==> config.mk <==
export PLATFORM = sky130hd
export DESIGN_NAME = fetch_pc_sequencer
export DESIGN_NICKNAME = d
export VERILOG_FILES = /design/src/rtl/fetch_pkg.sv /design/src/rtl/redirect_flush_timer.sv /design/src/rtl/fetch_pc_sequencer.sv
export SDC_FILE = /design/constraint.sdc
export NUM_CORES = 1
export LEC_CHECK = 0
export CAP_MARGIN = 5
export CORE_MARGIN = 2
export CORE_UTILIZATION = 47
export DETAILED_ROUTE_END_ITERATION = 6
export GPL_TIMING_DRIVEN = 0
export PLACE_DENSITY_LB_ADDON = 0.25
export SLEW_MARGIN = 10
export SYNTH_ARGS = -nofsm -noshare
export SYNTH_HDL_FRONTEND = slang
export SYNTH_SLANG_ARGS = --single-unit
==> constraint.sdc <==
create_clock -name clk -period 2.5 [get_ports clk]
set_input_delay 0.5 -clock clk [delete_from_list [all_inputs] [get_ports clk]]
set_output_delay 0.5 -clock clk [all_outputs]
set_load 0.03 [all_outputs]
==> src/rtl/fetch_pkg.sv <==
// Shared types and constants for the fetch PC sequencer.
package fetch_pkg;

    typedef enum logic [1:0] {
        IDLE,
        RUN,
        FLUSH,
        HALT
    } fetch_state_e;

    // Bytes per fetched instruction; the sequential PC step.
    localparam int unsigned INSTR_BYTES = 4;

    // Wide enough for FLUSH_DEPTH up to 15.
    localparam int unsigned FLUSH_CNT_W = 4;

    // JALR semantics: the architectural target always has bit 0 cleared.
    function automatic logic [63:0] jalr_clear(input logic [63:0] target);
        return {target[63:1], 1'b0};
    endfunction

endpackage

==> src/rtl/redirect_flush_timer.sv <==
// Loadable down-counter timing the squash window after a redirect.
module redirect_flush_timer
    import fetch_pkg::*;
#(
    parameter int unsigned FLUSH_DEPTH = 2
) (
    input  logic clk,
    input  logic reset,
    input  logic load,
    input  logic clear,
    input  logic tick,
    output logic active,
    output logic last
);

    localparam logic [FLUSH_CNT_W-1:0] DEPTH_V = FLUSH_CNT_W'(FLUSH_DEPTH);

    logic [FLUSH_CNT_W-1:0] cnt_q;
    logic [FLUSH_CNT_W-1:0] cnt_d;

    // Next count: clear beats load beats decrement; never wraps below zero.
    always_comb begin
        cnt_d = cnt_q;
        if (clear) begin
            cnt_d = '0;
        end else if (load) begin
            cnt_d = DEPTH_V;
        end else if (tick && (cnt_q != '0)) begin
            cnt_d = cnt_q - 1'b1;
        end
    end

    // Counter register with asynchronous active-low reset.
    always_ff @(posedge clk or negedge reset) begin
        if (!reset) begin
            cnt_q <= '0;
        end else begin
            cnt_q <= cnt_d;
        end
    end

    assign active = (cnt_q != '0);
    assign last   = (cnt_q == {{(FLUSH_CNT_W-1){1'b0}}, 1'b1});

endmodule

==> src/rtl/fetch_pc_sequencer.sv <==
// Architectural fetch PC: sequential advance, execute redirects, flush window, misalign halt.
module fetch_pc_sequencer
    import fetch_pkg::*;
#(
    parameter logic [63:0] RESET_PC    = 64'h0,
    parameter int unsigned FLUSH_DEPTH = 2,
    parameter int unsigned CNT_W       = 32
) (
    input  logic             clk,
    input  logic             reset,
    input  logic             entry_load,
    input  logic [63:0]      entry_pc,
    input  logic             ex_valid,
    input  logic             ex_jump,
    input  logic [63:0]      ex_target,
    input  logic             if_ready,
    output logic [63:0]      pc_out,
    output logic             pc_valid,
    output logic             flush_out,
    output logic             misalign_out,
    output logic [63:0]      misalign_addr,
    output logic [CNT_W-1:0] redirect_count
);

    fetch_state_e     state_q, state_d;
    logic [63:0]      pc_q, pc_d;
    logic             flush_q, flush_d;
    logic             misalign_q, misalign_d;
    logic [63:0]      misalign_addr_q, misalign_addr_d;
    logic [CNT_W-1:0] count_q, count_d;

    logic             redirect;
    logic [63:0]      eff_target;
    logic             timer_load;
    logic             timer_clear;
    logic             timer_tick;
    logic             timer_active;
    logic             timer_last;

    redirect_flush_timer #(
        .FLUSH_DEPTH (FLUSH_DEPTH)
    ) u_flush_timer (
        .clk    (clk),
        .reset  (reset),
        .load   (timer_load),
        .clear  (timer_clear),
        .tick   (timer_tick),
        .active (timer_active),
        .last   (timer_last)
    );

    // Redirects only matter while fetch is live; IDLE/HALT ignore execute.
    assign redirect   = ex_valid && ex_jump && ((state_q == RUN) || (state_q == FLUSH));
    assign eff_target = jalr_clear(ex_target);

    // Next state / next PC, priority entry_load > redirect > sequential advance.
    always_comb begin
        state_d         = state_q;
        pc_d            = pc_q;
        flush_d         = flush_q;
        misalign_d      = misalign_q;
        misalign_addr_d = misalign_addr_q;
        count_d         = count_q;
        timer_load      = 1'b0;
        timer_clear     = 1'b0;
        timer_tick      = 1'b0;

        if (entry_load) begin
            pc_d        = entry_pc;
            state_d     = RUN;
            flush_d     = 1'b0;
            misalign_d  = 1'b0;
            timer_clear = 1'b1;
        end else if (redirect) begin
            if (eff_target[1]) begin
                // Misaligned: keep the old PC, park in HALT, squash younger work once.
                state_d         = HALT;
                misalign_d      = 1'b1;
                misalign_addr_d = eff_target;
                flush_d         = 1'b1;
                timer_clear     = 1'b1;
            end else begin
                // Also wins over a same-cycle fetch handshake; flush covers that fetch.
                pc_d       = eff_target;
                state_d    = FLUSH;
                flush_d    = 1'b1;
                timer_load = 1'b1;
                count_d    = count_q + CNT_W'(1);
            end
        end else begin
            unique case (state_q)
                RUN: begin
                    if (if_ready) begin
                        pc_d = pc_q + 64'(INSTR_BYTES);
                    end
                end
                FLUSH: begin
                    timer_tick = 1'b1;
                    if (timer_last || !timer_active) begin
                        state_d = RUN;
                        flush_d = 1'b0;
                    end
                end
                HALT: begin
                    flush_d = 1'b0;
                end
                IDLE: begin
                    flush_d = 1'b0;
                end
                default: begin
                    state_d = IDLE;
                end
            endcase
        end
    end

    // Architectural state registers with asynchronous active-low reset.
    always_ff @(posedge clk or negedge reset) begin
        if (!reset) begin
            state_q         <= IDLE;
            pc_q            <= RESET_PC;
            flush_q         <= 1'b0;
            misalign_q      <= 1'b0;
            misalign_addr_q <= '0;
            count_q         <= '0;
        end else begin
            state_q         <= state_d;
            pc_q            <= pc_d;
            flush_q         <= flush_d;
            misalign_q      <= misalign_d;
            misalign_addr_q <= misalign_addr_d;
            count_q         <= count_d;
        end
    end

    assign pc_out         = pc_q;
    assign pc_valid       = (state_q == RUN);
    assign flush_out      = flush_q;
    assign misalign_out   = misalign_q;
    assign misalign_addr  = misalign_addr_q;
    assign redirect_count = count_q;

endmodule

---- After elaboration in Yosys (flattened, before gate mapping) ----
Cells that the tools add are included.
operators by class
  $add $sub $neg .......................... 3
  equal/unequal tests ..................... 6
  multiplexer cells ....................... 29
  bitwise operators ....................... 2
  reductions and logical operators ........ 23
operator list
  cell                                                    count
  2-to-1 mux 64 bit                                       5
  adder 64 x 3 -> 64 bit (second input constant)          1
  adder 32 x 1 -> 32 bit (second input constant)          1
  2-to-1 mux 1 bit                                        16
  nonzero test 3 bit                                      5
  2-to-1 mux 4 bit                                        3
  AND reduction 3 bit                                     3
  2-to-1 mux 2 bit                                        4
  nonzero test 4 bit                                      2
  AND reduction 2 bit                                     3
  equality test 2 bit (second input constant)             2
  equality test 4 x 1 -> 1 bit (second input constant)    1
  inequality test 4 x 3 -> 1 bit (second input constant)  1
  nonzero test 2 bit                                      2
  subtractor 4 x 1 -> 4 bit (second input constant)       1
  logical AND 1 bit                                       3
  inequality test 3 bit (second input constant)           1
  equality test 2 x 1 -> 1 bit (second input constant)    1
  zero test 2 bit                                         1
  logical OR 1 bit                                        2
  inverter 1 bit                                          2
  one-hot mux 1 bit (2 select lines)                      1
  OR reduction 2 bit                                      1
  zero test 1 bit                                         1
storage, ports and cells
  register bits after elaboration ......... 167
  output and inout port bits .............. 163
  logic and storage cells ................. 70

---- Logic depth before layout (Yosys ltp) ----
  word-level depth ........................ 9
  mapped depth ............................ 10
  mapped depth without buffers ............ 8

---- By module ----
From an unflattened synthesis, not the netlist that was laid out.
unflattened totals
  cell total of the unflattened synthesis .. 1109
  area total of the unflattened synthesis .. 9345.2 µm²
modules (own cells, without submodules)
  module                instances  cells each  area an instance (µm²)  sequential area each (µm²)
  fetch_pc_sequencer    1          1080        9081.2                  4078.9
  redirect_flush_timer  1          29          264.0                   100.1

---- Least setup slack after synthesis ----
OpenSTA, ideal clock, no wires.
  path type ............................... reg2reg
  from .................................... register pc_q[2] (netlist: pc_out[2])
  to ...................................... register pc_q[60] (netlist: pc_out[60])
  library setup time ...................... 0.122 ns
  arrival ................................. 2.250 ns
  slack ................................... 0.128 ns
  stages on the path, launching flop included .. 8
  buffers on the path ..................... 0
  clock period less this slack ............ 2.372 ns
  cell sequence ........................... dfrtp_1 -> ha_1 -> nand2_1 -> nor4_1 -> nand4_2 -> or4_4 -> o21a_1 -> o22a_1
between the ends
  cells in the longest elaborated chain, start to end .. 5
ends and longest elaborated chain
  what                      line                       RTL
  start: declaration        fetch_pc_sequencer.sv:26   logic [63:0] pc_q, pc_d;
  start signal: assignment  fetch_pc_sequencer.sv:128  pc_q <= pc_d;
  adder 64 x 3 -> 64 bit    fetch_pc_sequencer.sv:94   pc_d = pc_q + 64'(INSTR_BYTES);
  2-to-1 mux 64 bit         fetch_pc_sequencer.sv:93   if (if_ready) begin
  2-to-1 mux 64 bit         fetch_pc_sequencer.sv:91   unique case (state_q)
  2-to-1 mux 64 bit         fetch_pc_sequencer.sv:74   end else if (redirect) begin
  2-to-1 mux 64 bit         fetch_pc_sequencer.sv:68   if (entry_load) begin
No other way between the ends. The select of a mux whose other input is x is not followed.
A chain may end at the register's enable or synchronous reset.

---- Worst setup path after layout ----
  from .................................... register state_q[0]
  to ...................................... register misalign_addr_q[24] (netlist: misalign_addr[24])
between the ends
  cells in the longest elaborated chain, start to end .. 4
  elaborated cells on any way between the ends .. 5
  those cells by class .................... eq/ne: 2; reduce/logical: 3
ends and longest elaborated chain
  what                                                                 line                       RTL
  start: declaration                                                   fetch_pc_sequencer.sv:25   fetch_state_e state_q, state_d;
  start signal: assignment                                             fetch_pc_sequencer.sv:127  state_q <= state_d;
  equality test 2 x 1 -> 1 bit or equality test 2 bit (tied branches)  fetch_pc_sequencer.sv:53   assign redirect = ex_valid && ex_jump && ((state_q == RUN) || (state_q == FLUSH));
  logical OR 1 bit (*)                                                 fetch_pc_sequencer.sv:53
  logical AND 1 bit (*)                                                fetch_pc_sequencer.sv:53
  AND reduction 3 bit (no line) (*)                                    -
  end signal: assignment                                               fetch_pc_sequencer.sv:131  misalign_addr_q <= misalign_addr_d;
  end: declaration                                                     fetch_pc_sequencer.sv:29   logic [63:0] misalign_addr_q, misalign_addr_d;
Mark *: on every way between the ends. The rest lies on a longest branch, timed or not.

==> summary.md <==
| Metric | Value |
|---|---|
| Status | complete, no violations |
| Startpoint Class | register |
| CTS tree | done |
| Commonest cells after routing, fill and taps aside | 292 x clkdlybuf4s50_1, 166 x dfrtp_1, 127 x o21ai_0 |
| Reg2Reg Depth | 8 |
| Crit Path Category | reg -> reg |
| Number of global-route vias before repair | 9,113 |
| Post-synth EDFFs | 0 |
| Chip height | 142 um |
| First-pass iteration count of the detailed router | 6 |
| # nets final | 1,429 |
| Worst path bufs/invs | 3 |
| Max_cap viols | 0 |
| Top_reg_cell synth | dfrtp_1 |
| Area growth syn-to-layout | 44.7% |
| CP dominant cell by count | clkbuf_2 |
| Filler Cell Count | 1,508 |
| Final setup fails | 0 |
| Mapped cell area | 9010 sq um |
| Cts bufs inserted | 17 |
| Fmax achieved | 412 MHz |
| Synth warnings | 0 |
| Slew Viols, Final | 0 |
| Fin Clk Skew | 0.0104 ns |
| Unique masters post-synth | 67 |
| Mean Syn Cell Area | 9.32 sq um |
| Antenna violations before repair | 0 |
| Final-report hold violation count | 0 |
| Critical-path cell list | inv_1 > ha_1 > nand3b_4 > nor2_1 > nand2_1 > clkbuf_2 > clkbuf_2 > mux2_2 |
| Hold Path Class | in -> async |
| Unrepaired setup endpoints after global routing | yes |
| CP endpoint kind | register |
| CP max-delay cell | clkbuf_2 |
| Final instance area | 13,000 sq um |
| Fin crit period | 2.43 ns |
| Die X | 142 um |
| Starting DRC count in detailed routing | 1,106 |
| First-pass GRT wire length | 51,500 um |
| Clock root buffer master | clkbuf_16 |
| Storage element area | 4180 sq um |
| Area after DPL | 12,300 sq um |
| CTS sink cnt | 167 |
| Drt drc | 0 |
| Hold_ws | 0.00996 ns |
| Leakage | 5.40 nW |
| Clock Path Buffers | 2 |
| Number of antenna diodes | 0 |
| Num rows | 50 |
| Antenna viol nets, final | 0 |
| Cell family with most CP delay | buffers and inverters |
| Std-Cell Core Area | 18,800 sq um |
| I/O Buffers | 293 |
| Synth async-reset ratio | 100% |
| Worst Setup SP | state_q[0]$_DFFE_PN0P_ |
| Final wirelength | 34,300 um |
| CTS H-tree lvls | 4 |
| Worst-Margin Slew | 0.804 ns |
| Final GP Congestion | 0.939 |
| Synthesized Nets | 1,107 |
| Wire per inst | 22.3 um |
| Largest net degree at the start of global routing | 92 |
| Total grt overflow | 0 |
| Slew HR | 46.4% |
| Sequential share of the synthesized area | 46.4% |
| Via count | 9,473 |
| I/O pin count | 297 |
| Req. time, crit path | 2.83 ns |
| DPL Wire Length | 25,000 um |
| Critical path peak fanout | 10 |
| Yosys reg bits | 167 |
| Layout cells sized above 1 | 14.1% |
| Skew-Pair Late Insertion Delay | 0.44 ns |
| Area occupied by multi-input gates | 4580 sq um |
| Initial core utilization | 48.0% |
| Maximum VDD drop | 501 uV |
| Data arrival, critical path | 2.76 ns |
| Tot GR Track Use | 33.4% |
| Syn Inst Count | 967 |
| Vias/cell | 6.17 |
| R2R Path Start | state_q[0]$_DFFE_PN0P_ |
| Die Footprint | 20,300 sq um |
| Fin crit share | 97.2% |
| PwrDens | 750 nW/um^2 |
| R2r endpoint | misalign_addr[24]$_DFFE_PN0P_ |
| Clock transition at path regs | 0.08 ns |
| Worst R2R Setup Slack | 0.07 ns |
| Slowest Stage Delay on Critical Path | 0.41 ns |
| Commonest non-fill, non-tap cell in the layout | clkdlybuf4s50_1 |
final cells by class:
| cell class | count | share of cell area, % |
|---|---|---|
| Buffer | 58 | 2.38 |
| Clock buffer | 17 | 3.26 |
| Clock inverter | 15 | 1.15 |
| Inverter | 17 | 0.490 |
| Multi-Input combinational cell | 725 | 35.1 |
| Sequential cell | 167 | 32.1 |
| Tap cell | 234 | 2.25 |
| Timing Repair Buffer | 303 | 23.3 |
metrics by stage:
stage	setup TNS, ns	util, %	std cells	setup slack (ns)	power [mW]
2_1_floorplan	0	-	967	0.128	5.42
3_3_place_gp	-1104.36	65.2	1494	-6.26	7.06
3_5_place_dp	-64.56	65.4	1495	-0.924	7.12
4_1_cts	0	68.8	1529	0.000685	9.74
5_1_grt	-0.0222	69.4	1536	-0.0218	10.1
6_report	0	69.4	1536	0.0705	9.77
metal layers:
metal,vias up,track usage [%],wire length (um)
li1,4187,-,-
met1,4595,43.1,13500
met2,603,53.9,16200
met3,88,8.21,3330
met4,0,14.1,1310
met5,-,0,0
flip-flops by register name (all words and copies together) (netlist names):
name / cells
redirect_count: 32
flush_out: 1
u_flush_timer.cnt_q: 4
misalign_addr: 63
state_q: 2
misalign_out: 1
pc_out: 64
how the worst max path moves through the flow:
| stage | endpoint | depth (start not counted) |
|---|---|---|
| after floorplan | pc_out[60]$_DFFE_PN0P_ | 7 |
| after global placement | misalign_addr[19]$_DFFE_PN0P_ | 1 |
| after detailed placement | pc_out[40]$_DFFE_PN0P_ | 9 |
| after CTS | redirect_count[31]$_DFFE_PN0P_ | 9 |
| after global routing | redirect_count[31]$_DFFE_PN0P_ | 9 |
| final | misalign_addr[24]$_DFFE_PN0P_ | 8 |
cell usage after synthesis, types with 6 or more instances:
cell	count	area, sq um
dfrtp_1	167	4180
o21ai_0	127	636
nand2_1	125	469
nor2_1	74	278
mux2_2	62	698
a21oi_1	50	250
clkbuf_1	41	154
nand3_1	32	160
and3_1	29	181
a31oi_1	24	150
nor3_1	19	95.1
xor2_1	18	158
inv_1	17	63.8
xnor2_1	17	149
nand4_1	15	93.8
nor4_1	10	62.6
o2bb2ai_1	9	78.8
a221oi_1	8	70.1
and4_1	8	70.1
buf_2	8	40.0
a41oi_1	6	52.6
and2_1	6	37.5
ha_1	6	75.1
o22ai_1	6	37.5
timing repair:
item,in CTS,in global routing
hold endpoints to repair,0,0
resized for setup,24,34
endpoints found under the setup margin,118,73
pin swaps,1,3
setup buffers,2,7
hold buffers,0,0
logic make-up (layout without fill, tap and decap cells):
family / after synthesis / in the layout / synth area share, %
other cells: 1 / 1 / 0.0416
fa+ha+maj: 6 / 6 / 0.833
buf+inv: 75 / 410 / 3.65
flops: 167 / 167 / 46.4
compound gates: 267 / 267 / 17.7
mux: 62 / 62 / 7.75
xor+xnor: 35 / 35 / 3.40
simple gates: 354 / 354 / 20.2
power breakdown:
part / internal [mW] / total (mW) / switching, mW
registers: 3.19 / 3.65 / 0.463
logic: 1.51 / 3.49 / 1.98
clock network: 1.34 / 2.62 / 1.29
worst register-to-register path, cell delays in order, from the launching register on:
cell and delay [ns]:
dfrtp_1 0.35, inv_1 0.06, ha_1 0.33, nand3b_4 0.23, nor2_1 0.08, nand2_1 0.13
clkbuf_2 0.34, clkbuf_2 0.42, mux2_2 0.39
Note: power is estimated with default switching activity, not from simulation.
